**config.mk**
```make
export PLATFORM = sky130hd
export DESIGN_NAME = key_debounce_array_flat
export DESIGN_NICKNAME = d
export VERILOG_FILES = /design/src/rtl/key_debounce_array_if.sv /design/src/rtl/key_debounce_array.sv /design/src/flat_wrapper.sv
export SDC_FILE = /design/constraint.sdc
export NUM_CORES = 1
export LEC_CHECK = 0
export CAP_MARGIN = 20
export CORE_UTILIZATION = 35
export DETAILED_ROUTE_END_ITERATION = 8
export GPL_ROUTABILITY_DRIVEN = 0
export SYNTH_ARGS = -nofsm -noshare
export SYNTH_HDL_FRONTEND = slang
export SYNTH_HIERARCHICAL = 1
export SYNTH_SLANG_ARGS = --single-unit
```
**constraint.sdc**
```tcl
create_clock -name clk -period 2.4 [get_ports clk]
set_input_delay 0.48 -clock clk [delete_from_list [all_inputs] [get_ports clk]]
set_output_delay 0.48 -clock clk [all_outputs]
set_load 0.1 [all_outputs]
```
**src/rtl/key_debounce_array_if.sv**
```systemverilog
// ----------------------------------------------------------------------------
// key_debounce_array_if
//   Bundles the raw key pins and the per-channel debounced results of
//   key_debounce_array into one interface.
//
//   Parameter
//     KEY_NUM        number of key channels (1..32)
//
//   Signals (all KEY_NUM wide, bit i = channel i)
//     key_in         raw asynchronous key pins
//     key_state      debounced level, 1 = pressed
//     press_pulse    one-cycle strobe on a debounced press
//     release_pulse  one-cycle strobe on a debounced release
//     toggle_q       level that inverts after every press_pulse
//     long_pulse     one-cycle strobe at the long-press threshold
//
//   Modports
//     master         drives key_in, observes the results (board / bench side)
//     slave          samples key_in, drives the results (debouncer side)
// ----------------------------------------------------------------------------
interface key_debounce_array_if #(
    parameter int KEY_NUM = 4
);
    logic [KEY_NUM-1:0] key_in;
    logic [KEY_NUM-1:0] key_state;
    logic [KEY_NUM-1:0] press_pulse;
    logic [KEY_NUM-1:0] release_pulse;
    logic [KEY_NUM-1:0] toggle_q;
    logic [KEY_NUM-1:0] long_pulse;

    modport master (
        output key_in,
        input  key_state,
        input  press_pulse,
        input  release_pulse,
        input  toggle_q,
        input  long_pulse
    );

    modport slave (
        input  key_in,
        output key_state,
        output press_pulse,
        output release_pulse,
        output toggle_q,
        output long_pulse
    );
endinterface

```
**src/rtl/key_debounce_array.sv**
```systemverilog
// ----------------------------------------------------------------------------
// key_debounce_array
//   KEY_NUM independent key debouncers. Each channel synchronises its raw pin,
//   waits for the level to stay stable for CNT_MAX cycles, then commits it to
//   key_state and emits press/release strobes plus a press-toggled level.
//
//   Optional feature (compile-time macro KEY_LONG_PRESS_EN):
//     defined   - per-channel saturating hold counter; long_pulse fires once,
//                 LONG_MAX cycles after the press_pulse cycle.
//     undefined - long_pulse is tied to 0 and no hold counters exist.
//
//   Parameters
//     KEY_NUM     number of channels (1..32)
//     CNT_MAX     debounce window in clk cycles (>= 2)
//     ACTIVE_LOW  1: a pressed key reads 0 on key_in
//     LONG_MAX    long-press threshold in clk cycles
//
//   Ports
//     clk         system clock, rising edge
//     rst_n       asynchronous active-low reset
//     bus         key_debounce_array_if.slave (key_in in, results out)
//
//   Latency: a clean transition on key_in reaches key_state on the
//   (CNT_MAX+2)th rising edge, counting the first edge that samples the new
//   level as edge 1 (two sync flops, one reload edge, CNT_MAX-1 decrements).
// ----------------------------------------------------------------------------

// Single debounce channel.
module key_debounce_ch #(
    parameter int CNT_MAX    = 1_000_000,
    parameter int ACTIVE_LOW = 1,
    parameter int LONG_MAX   = 50_000_000
) (
    input  logic clk,
    input  logic rst_n,
    input  logic key_in,
    output logic key_state,
    output logic press_pulse,
    output logic release_pulse,
    output logic toggle_q,
    output logic long_pulse
);
    localparam int   CW      = $clog2(CNT_MAX + 1);
    // Pin level of a released key; the synchroniser resets to it so that
    // reset release never looks like a transition of an idle key.
    localparam logic REL_LVL = (ACTIVE_LOW != 0) ? 1'b1 : 1'b0;

    logic          d0, d1;
    logic [CW-1:0] cnt;
    logic          pressed_lvl;
    logic          commit;

    assign pressed_lvl = (ACTIVE_LOW != 0) ? ~d1 : d1;
    // The counter only reaches 1 after d1 has held for the full window.
    assign commit      = (cnt == CW'(1));

    always_ff @(posedge clk or negedge rst_n) begin
        if (!rst_n) begin
            d0            <= REL_LVL;
            d1            <= REL_LVL;
            cnt           <= '0;
            key_state     <= 1'b0;
            press_pulse   <= 1'b0;
            release_pulse <= 1'b0;
            toggle_q      <= 1'b0;
        end else begin
            d0 <= key_in;
            d1 <= d0;

            // Any difference between the sync stages restarts the window;
            // otherwise count down and park at 0.
            if (d1 != d0)
                cnt <= CW'(CNT_MAX);
            else if (cnt != '0)
                cnt <= cnt - CW'(1);

            if (commit)
                key_state <= pressed_lvl;

            // Strobes are registered alongside key_state so they coincide
            // with its first cycle at the new level. A commit of the level
            // already held (bounce back) changes nothing.
            press_pulse   <= commit &  pressed_lvl & ~key_state;
            release_pulse <= commit & ~pressed_lvl &  key_state;

            // Inverts on the edge after press_pulse.
            toggle_q <= toggle_q ^ press_pulse;
        end
    end

`ifdef KEY_LONG_PRESS_EN
    localparam int HW = $clog2(LONG_MAX + 1);

    logic [HW-1:0] hold;

    // hold counts cycles since key_state rose: after press edge P it reads k
    // following edge P+k. Saturating at LONG_MAX keeps it from ever matching
    // LONG_MAX-1 again, so long_pulse fires once per press.
    always_ff @(posedge clk or negedge rst_n) begin
        if (!rst_n) begin
            hold       <= '0;
            long_pulse <= 1'b0;
        end else begin
            if (!key_state)
                hold <= '0;
            else if (hold != HW'(LONG_MAX))
                hold <= hold + HW'(1);

            long_pulse <= key_state && (hold == HW'(LONG_MAX - 1));
        end
    end
`else
    // Feature compiled out; the comparison is constant 0 and keeps LONG_MAX
    // referenced so the parameter list stays identical in both builds.
    assign long_pulse = (LONG_MAX < 0);
`endif

endmodule

// Top: one channel per key, results gathered onto the interface.
module key_debounce_array #(
    parameter int KEY_NUM    = 4,
    parameter int CNT_MAX    = 1_000_000,
    parameter int ACTIVE_LOW = 1,
    parameter int LONG_MAX   = 50_000_000
) (
    input  logic                  clk,
    input  logic                  rst_n,
    key_debounce_array_if.slave   bus
);
    logic [KEY_NUM-1:0] key_state;
    logic [KEY_NUM-1:0] press_pulse;
    logic [KEY_NUM-1:0] release_pulse;
    logic [KEY_NUM-1:0] toggle_q;
    logic [KEY_NUM-1:0] long_pulse;

    for (genvar i = 0; i < KEY_NUM; i++) begin : g_ch
        key_debounce_ch #(
            .CNT_MAX    (CNT_MAX),
            .ACTIVE_LOW (ACTIVE_LOW),
            .LONG_MAX   (LONG_MAX)
        ) u_ch (
            .clk           (clk),
            .rst_n         (rst_n),
            .key_in        (bus.key_in[i]),
            .key_state     (key_state[i]),
            .press_pulse   (press_pulse[i]),
            .release_pulse (release_pulse[i]),
            .toggle_q      (toggle_q[i]),
            .long_pulse    (long_pulse[i])
        );
    end

    assign bus.key_state     = key_state;
    assign bus.press_pulse   = press_pulse;
    assign bus.release_pulse = release_pulse;
    assign bus.toggle_q      = toggle_q;
    assign bus.long_pulse    = long_pulse;

endmodule

```
**src/flat_wrapper.sv**
```systemverilog
// flat-port wrapper written by rule: the top's interface ports become plain ports
module key_debounce_array_flat 
#(
    parameter int KEY_NUM    = 4,
    parameter int CNT_MAX    = 1_000_000,
    parameter int ACTIVE_LOW = 1,
    parameter int LONG_MAX   = 50_000_000
)
  (clk, rst_n, bus_key_in, bus_key_state, bus_press_pulse, bus_release_pulse, bus_toggle_q, bus_long_pulse);
  key_debounce_array_if #(.KEY_NUM(KEY_NUM)) bus_i ();
  input  logic clk;
  input  logic rst_n;
  input wire logic [$bits(bus_i.key_in)-1:0] bus_key_in;
  output wire logic [$bits(bus_i.key_state)-1:0] bus_key_state;
  output wire logic [$bits(bus_i.press_pulse)-1:0] bus_press_pulse;
  output wire logic [$bits(bus_i.release_pulse)-1:0] bus_release_pulse;
  output wire logic [$bits(bus_i.toggle_q)-1:0] bus_toggle_q;
  output wire logic [$bits(bus_i.long_pulse)-1:0] bus_long_pulse;
  assign bus_i.key_in = bus_key_in;
  assign bus_key_state = bus_i.key_state;
  assign bus_press_pulse = bus_i.press_pulse;
  assign bus_release_pulse = bus_i.release_pulse;
  assign bus_toggle_q = bus_i.toggle_q;
  assign bus_long_pulse = bus_i.long_pulse;
  key_debounce_array #(.KEY_NUM(KEY_NUM), .CNT_MAX(CNT_MAX), .ACTIVE_LOW(ACTIVE_LOW), .LONG_MAX(LONG_MAX)) u_core (.clk(clk), .rst_n(rst_n), .bus(bus_i));
endmodule
```
# [Word-level counts from Yosys, hierarchy flattened]
# Index checks and enable logic that the tools add are counted.
[word_totals] word_cells=84 inputBits=6 output_inout_bits=20 regBits=104
[classes] add_sub_neg=4 n_eq_ne=8 n_bitwise=28 n_reduce_logical=8 muxes=8
[ops] cell="$mux 20" n=8
[ops] cell="$eq 20x1->1 const B" n=4
[ops] cell="$reduce_bool 20->1" n=4
[ops] cell="$sub 20x1->20 const B" n=4
[ops] cell="$and 1x1->1" n=16
[ops] cell="$not 1->1" n=8
[ops] cell="$reduce_bool 2->1" n=4
[ops] cell="$ne 1x1->1" n=4
[ops] cell="$xor 1x1->1" n=4

# [Logic depth before layout (Yosys ltp)]
# Gate-level depths: netlist of the first run.
[logic_depth] word_depth=3 depth_mapped=7 mapped_depth_nobuf=6

# [Modules after synthesis]
# Netlist of the first run, hierarchy kept.
[by_module_without_submodules] mod="key_debounce_ch at u_core.g_ch[0].u_ch ..." area_per_inst_um2=1428.9 seq_area_each_um2=653.1 n_inst=3 cells_each=147
[by_module_without_submodules] mod="key_debounce_ch at u_core.g_ch[3].u_ch" area_per_inst_um2=1441.4 seq_area_each_um2=653.1 n_inst=1 cells_each=147

# [Least setup slack after synthesis of the first run]
# No wires, ideal clock.
[synth_path] path_kind="flip-flop to flip-flop" startpoint="register u_core.g_ch[0].u_ch.cnt[4]" endpoint="register u_core.g_ch[0].u_ch.cnt[13]" setup_time_ns=0.123 arrival_time_ns=2.110 n_path_buf=1 synth_period_minus_slack_ns=2.232 slack_ns=0.168 required_ns=2.277 path_stages_with_launch=6 path_cell_list="dfrtp_1 -> or4_4 -> or4_1 -> buf_2 -> or4_4 -> mux2i_1"
[synth_between] elab_chain_len=3 word_cells_on_any_way=5 classes_between="add/sub (1); mux (2); reduce/logical (2)"
[synth_rtl] item="start: declaration" line="key_debounce_array.sv:49" text="logic [CW-1:0] cnt;"
[synth_rtl] item="start signal: assignment" line="key_debounce_array.sv:73" text="cnt <= CW'(CNT_MAX);"
[synth_rtl] item="start signal: assignment" line="key_debounce_array.sv:75" text="cnt <= cnt - CW'(1);"
[synth_rtl] item="$sub 20x1->20" line="key_debounce_array.sv:75"
[synth_rtl] item="$mux 20" line="key_debounce_array.sv:74" text="else if (cnt != '0)"
[synth_rtl] item="$mux 20" line="key_debounce_array.sv:72" text="if (d1 != d0)"
# Parallel ways exist; a longest one is shown, timed or not. The select of a mux whose other input is x is not followed.
# A chain may end at the register's enable or synchronous reset.

# [Final worst setup path of the first run]
[layout_path] startpoint="register u_core.g_ch[1].u_ch.cnt[4]" endpoint="register u_core.g_ch[1].u_ch.cnt[13]"
[layout_between] elab_chain_len=3 word_cells_on_any_way=5 classes_between="add/sub (1); mux (2); reduce/logical (2)"
[layout_rtl] item="start: declaration" line="key_debounce_array.sv:49"
[layout_rtl] item="start signal: assignment" line="key_debounce_array.sv:73"
[layout_rtl] item="start signal: assignment" line="key_debounce_array.sv:75"
[layout_rtl] item="$sub 20x1->20" line="key_debounce_array.sv:75"
[layout_rtl] item="$mux 20" line="key_debounce_array.sv:74"
[layout_rtl] item="$mux 20" line="key_debounce_array.sv:72"
# Parallel ways exist; a longest one is shown, timed or not. The select of a mux whose other input is x is not followed.

==> results of run 1 <==
power breakdown:
part           switching [mW]  leakage (nW)  total (mW)  internal, mW
clock network           0.656         0.154        1.60         0.943
registers               0.224          1.26        2.18          1.95
logic                   0.674          1.42        1.22         0.549
through the flow:
stage                     cells  setup WS (ns)  hold slack, ns
final                       850         0.1458         0.07528
after global routing        850        0.05469          0.1147
after CTS                   850        0.07235         0.09360
after detailed placement    834        0.08358          0.3768
after global placement      834         0.1217          0.3757
after floorplan             588         0.1678          0.1844
sequential cells by signal, indices dropped and copies added, names as in the netlist:
register                        count
u_core/g_ch.u_ch/cnt               80
u_core/g_ch.u_ch/d0                 4
u_core/g_ch.u_ch/d1                 4
u_core/g_ch.u_ch/key_state          4
u_core/g_ch.u_ch/press_pulse        4
u_core/g_ch.u_ch/release_pulse      4
u_core/g_ch.u_ch/toggle_q           4
cells in the final DEF (no fill, tap or decap), drive strengths merged, types with 7 or more instances in the layout:
master,n
or4,28
mux2i,50
dfrtp,96
nand3b,7
o31ai,8
inv,12
o21ai,19
and2,19
nor4,23
dfstp,8
buf,57
xor2,8
or3,10
ha,12
nand3,17
nor2,46
and3,8
nor2b,7
nor3,17
clkbuf,13
nand4b,8
nand4,17
nand2,37
nand2b,31
a21oi,28
logic make-up after synthesis:
family / after synthesis
other: 4
multiplexers: 50
AND/OR/NAND/NOR: 284
adder cells (fa/ha/maj): 12
buffers and inverters: 43
AO/OA/AOI/OAI: 79
flip-flops: 104
XOR/XNOR: 12
final cells by class:
cell class                 instances  area share (%)
multi-input combinational        441           44.11
sequential                       104           39.21
timing repair buffer              61           7.211
tap                              216           4.056
clock buffer                      13           3.756
clock inverter                     3          0.9765
inverter                          12          0.6761
metal layers:
metal | wire [µm] | share of wire, % | GRT usage [%] | up-vias
li1 | - | - | - | 2227
met1 | 5837 | 48 | 20.01 | 2259
met2 | 5737 | 47 | 25.01 | 58
met3 | 348 | 2.9 | 2.788 | 15
met4 | 201 | 1.7 | 6.908 | 0
met5 | 0 | 0 | 0 | -
how the worst min path moves through the flow:
stage | start | to | slack (ns) | cells past startpoint
finish | rst_n | u_core/g_ch[2].u_ch/cnt[3] | 0.08 | 1
floorplan | rst_n | u_core/g_ch[0].u_ch/cnt[0] | 0.18 | 0
detailed placement | u_core/g_ch[1].u_ch/d0 | u_core/g_ch[1].u_ch/d1 | 0.38 | 0
CTS | rst_n | u_core/g_ch[2].u_ch/cnt[3] | 0.09 | 1
global placement | u_core/g_ch[1].u_ch/d0 | u_core/g_ch[1].u_ch/d1 | 0.38 | 0
global route | rst_n | u_core/g_ch[2].u_ch/cnt[3] | 0.11 | 1
repair_timing:
| item | CTS | global route |
|---|---|---|
| buffers inserted | 0 | 0 |
| setup endpoints to repair | 0 | 2 |
| endpoints found under the hold margin | 0 | 0 |
| hold buffers | 0 | 0 |
| resized for setup | 0 | 2 |
==> results_dict.tcl, run 1 <==
set metrics [dict create \
    synth_simple_gate_area_share_pct 29.07 \
    synth_xor_area_share_pct 1.835 \
    crit_fanout 5 \
    fillCellCount 1534 \
    grt_pass1_vias 4326 \
    multi_input_area_um2 2939 \
    synth-seq-cells 104 \
    antenna_cells 0 \
    setup_violations 0 \
    num-nets-final 647 \
    period_minus_slack_ns 2.254 \
    core_um2 15940 \
    synth_adder_area_share_pct 2.621 \
    crit_path_start_kind "register" \
    synthTopCellsByArea "dfrtp_1, mux2i_1, dfstp_2, nand2b_1, nor2_1" \
    worst_ep_required_time_ns 2.64 \
    cts_buffers 9 \
    synth.most_common_cell "dfrtp_1" \
    clock_skew_ns 0.008821 \
    yosysTopAreaCell "dfrtp_1" \
    netlist_instances 588 \
    grt_setup_unrepaired "no" \
    synth_cell_type_count 47 \
    synthToLayoutAreaGrowth_pct 16.32 \
    fmax_ghz 0.4436 \
    cpMostUsedCell "or4_4" \
    synth_mux_area_share_pct 8.737 \
    grt_pass1_wl_um 20470 \
    drive_gt1_share_pct 14.98 \
    p_total_mw 4.997 \
    synth_edf_count 0 \
    first_pass_iters 4 \
    hold_viol 0 \
    viasPerCell 5.364 \
    crit_end "u_core/g_ch[1].u_ch/cnt[13]" \
    synth_top_area_share_pct 41.94 \
    dpl_cell_area_um2 6340 \
    setup_tns_ns 0 \
    async_flop_share_pct 100.0 \
    status "completed" \
    crit_type "register to register" \
    worst_path_largest_cell_delay_ns 0.58 \
    io_buffers 21 \
    htreeDepth 3 \
    final_util_pct 41.79 \
    r2r_slack_ns 0.15 \
    ys_top_cells_by_count "dfrtp_1, mux2i_1, nor2_1, nand2_1, nand2b_1" \
    cts_root_buf "clkbuf_16" \
    pwr_density_cell_nw_per_um2 750.0 \
    synth_ff_type "dfrtp_1" \
    clock_path_buffers 2 \
    cp.buffers_inverters 0 \
    die_height_um 129.9 \
    totalWireLength_um 12120 \
    grt_max_degree 45 \
    vias 4559 \
    syn-num-nets 606 \
    arrival_ns 2.49 \
    dp_hpwl_um 8320 \
    hp-class "primary input to async pin" \
    drc 0 \
    startpoint "u_core/g_ch[1].u_ch/cnt[4]" \
    antenna_found_initial 0 \
    rows 46 \
    worstSetupPathDepth 4 \
    die_w_um 129.9 \
    worst_pin_slew_ns 1.001 \
    start_util_pct 35.93 \
    ir_drop_uv 477.1 \
    maxCapViolCount 0 \
    ys_warn_count 6 \
    synth-compound-area-share_pct 8.650 \
    synth_top_family_by_area "simple AND/OR/NAND/NOR gates" \
    regArea_um2 2613 \
    setup.worst_path.end_class "register" \
    final_area_um2 6663 \
    r2r-start "u_core/g_ch[1].u_ch/cnt[4]" \
    reg2regPathDepth 4 \
    fin_crit_sh_pct 93.92 \
    synthesis.area_um2 5728 \
    syn_avg_cell_area_um2 9.741 \
    cts_tree "yes" \
    relSlewSlack_pct 32.81 \
    cpMaxStageDelayCell "or4_1" \
    final-max-slew-violation-count 0 \
    dieArea_um2 16880 \
    cts.sinks 104 \
    clk_transition_reported_paths_ns 0.07 \
    insertion_delay_ns 0.36 \
    wl_per_cell_um 14.26 \
    antenna_left 0 \
    leakage_nw 2.837 \
    ys_seq_area_share_pct 45.61 \
    drtIter0Drc 229 \
    r2r_end "u_core/g_ch[1].u_ch/cnt[13]" \
    critPathTopFamily "simple AND/OR/NAND/NOR gates" \
    grt_overflow 0 \
    track_usage_pct 15.38 \
    critical_path.cell_chain "or4_4 > or4_1 > or4_4 > mux2i_1" \
    io_pins 26 \
]
Power figures use the tool's default switching activity.
==> run 2: changes to the inputs <==
--- a/config.mk
+++ b/config.mk
@@ -7,6 +7,7 @@
 export LEC_CHECK = 0
 export CAP_MARGIN = 20
 export CORE_UTILIZATION = 35
+export CTS_BUF_LIST = sky130_fd_sc_hd__clkbuf_8
 export DETAILED_ROUTE_END_ITERATION = 8
 export GPL_ROUTABILITY_DRIVEN = 0
 export SYNTH_ARGS = -nofsm -noshare
==> run 2 against run 1 <==
Critical path depth did not move; register-to-register slack is essentially flat; clock skew is 0.0031 ns higher; combinational power about the same; core utilization is 0.64 points lower; worst hold slack worse by 0.031 ns; count of clock-buffer cells in the layout shrank 3; die area is the same; cell count unchanged; largest power group unchanged.
==> results_dict.tcl, run 2 (same netlist as run 1, synthesis figures left out) <==
set metrics [dict create \
    status "completed" \
    r2r_slack_ns 0.14 \
    clock_path_buffers 2 \
    htreeDepth 3 \
    setup.worst_path.end_class "register" \
    hp-class "primary input to async pin" \
    maxCapViolCount 0 \
    totalWireLength_um 12070 \
    final_cell_mix "dfrtp_1, buf_4, mux2i_1" \
    core_um2 15940 \
    rows 46 \
    crit_type "register to register" \
    drc 0 \
    hold-worst-slack_ns 0.04423 \
    fillCellCount 1555 \
    fmax_ghz 0.4422 \
    crit_path_start_kind "register" \
    cts_buffers 9 \
    start_util_pct 35.93 \
    largest_reg_flops 80 \
    grt_pass1_vias 4329 \
    reg2regPathDepth 4 \
    relSlewSlack_pct 33.66 \
    dp_hpwl_um 8320 \
    critical_path.cell_chain "or4_4 > or4_1 > or4_4 > mux2i_1" \
    die_height_um 129.9 \
    fin_crit_sh_pct 94.22 \
    cpMostUsedCell "or4_4" \
    antenna_found_initial 0 \
    cts.sinks 104 \
    hold_viol 0 \
    grt_setup_unrepaired "no" \
    top_register "u_core/g_ch.u_ch/cnt" \
    dieArea_um2 16880 \
    first_pass_iters 4 \
    grt_overflow 0 \
    pwr_density_cell_nw_per_um2 701.7 \
    synthToLayoutAreaGrowth_pct 14.55 \
    crit_fanout 5 \
    p_total_mw 4.604 \
    arrival_ns 2.53 \
    vias 4561 \
    drtIter0Drc 249 \
    cts_root_buf "clkbuf_8" \
    r2r_end "u_core/g_ch[1].u_ch/cnt[13]" \
    final-max-slew-violation-count 0 \
    r2r-start "u_core/g_ch[1].u_ch/cnt[4]" \
    layout_commonest_cell "dfrtp_1" \
    setup_violations 0 \
    cts_tree "yes" \
    grt_max_degree 45 \
    wl_per_cell_um 14.20 \
    cts_setup_buffers 0 \
    clk_transition_reported_paths_ns 0.10 \
    worst_pin_slew_ns 0.9880 \
    period_minus_slack_ns 2.261 \
    track_usage_pct 15.35 \
    final_util_pct 41.16 \
    insertion_delay_ns 0.38 \
    leakage_nw 2.803 \
    setup_tns_ns 0 \
    grt_pass1_wl_um 20490 \
    io_pins 26 \
    num-nets-final 647 \
    cp.buffers_inverters 0 \
    antenna_left 0 \
    post_layout_nonfiller_instances 850 \
    antenna_cells 0 \
    critPathTopFamily "simple AND/OR/NAND/NOR gates" \
    die_w_um 129.9 \
    worst_path_largest_cell_delay_ns 0.58 \
    worst_ep_required_time_ns 2.67 \
    io_buffers 21 \
    ir_drop_uv 422.5 \
    viasPerCell 5.366 \
    clock_skew_ns 0.01196 \
    drive_gt1_share_pct 14.98 \
    place_inst 834 \
    cpMaxStageDelayCell "or4_1" \
]
run 2: cell types whose count changed in the layout (fill, tap and decap cells not counted), sizes merged:
cell and change:
inv +3, clkbuf -3
run 2: per-stage QoR:
stage	instance area, µm²	setup WS, ns
2_1_floorplan	5728	0.1678
3_3_place_gp	6340	0.1217
3_5_place_dp	6340	0.08358
4_1_cts	6554	0.06779
5_1_grt	6561	0.05449
6_report	6561	0.1387
run 2: area by class of cell:
cell class | count | area [µm²] | area share [%]
Multi-Input combinational cell | 441 | 2939 | 44.79
Sequential cell | 104 | 2613 | 39.82
Timing Repair Buffer | 61 | 480.5 | 7.323
Tap cell | 216 | 270.3 | 4.119
Clock buffer | 10 | 137.6 | 2.098
Clock inverter | 6 | 76.32 | 1.163
Inverter | 12 | 45.04 | 0.6865
run 2: how the worst max path moves through the flow:
stage / startpoint / end / slack [ns] / depth (start not counted)
2_1_floorplan: u_core/g_ch[0].u_ch/cnt[4] / u_core/g_ch[0].u_ch/cnt[13] / 0.17 / 5
3_3_place_gp: u_core/g_ch[2].u_ch/cnt[4] / u_core/g_ch[2].u_ch/cnt[13] / 0.12 / 4
3_5_place_dp: u_core/g_ch[0].u_ch/cnt[4] / u_core/g_ch[0].u_ch/cnt[13] / 0.08 / 4
4_1_cts: u_core/g_ch[0].u_ch/cnt[4] / u_core/g_ch[0].u_ch/cnt[13] / 0.07 / 4
5_1_grt: u_core/g_ch[0].u_ch/cnt[4] / u_core/g_ch[0].u_ch/cnt[13] / 0.05 / 4
6_report: u_core/g_ch[1].u_ch/cnt[4] / u_core/g_ch[1].u_ch/cnt[13] / 0.14 / 4
run 2: routing by layer:
layer	global-route usage, %	wire (µm)
met1	19.95	5728
met2	25.17	5771
met3	3.157	418
met4	5.882	151
met5	0	0
run 2: repair_timing:
action | CTS | global route
setup endpoints to repair | 0 | 2
resized for setup | 0 | 2
hold buffers | 0 | 0
run 2: power by group:
group          switching, mW  internal, mW
logic                  0.674         0.549
clock network          0.602         0.604
registers              0.225          1.95
total                   1.50          3.10
run 2: worst reg2reg max path: cells and delay by family, from the launching register on:
| kind | cells | cell delay, ns |
|---|---|---|
| flip-flops | 1 | 0.43 |
| multiplexers | 1 | 0.13 |
| AND/OR/NAND/NOR | 3 | 1.59 |
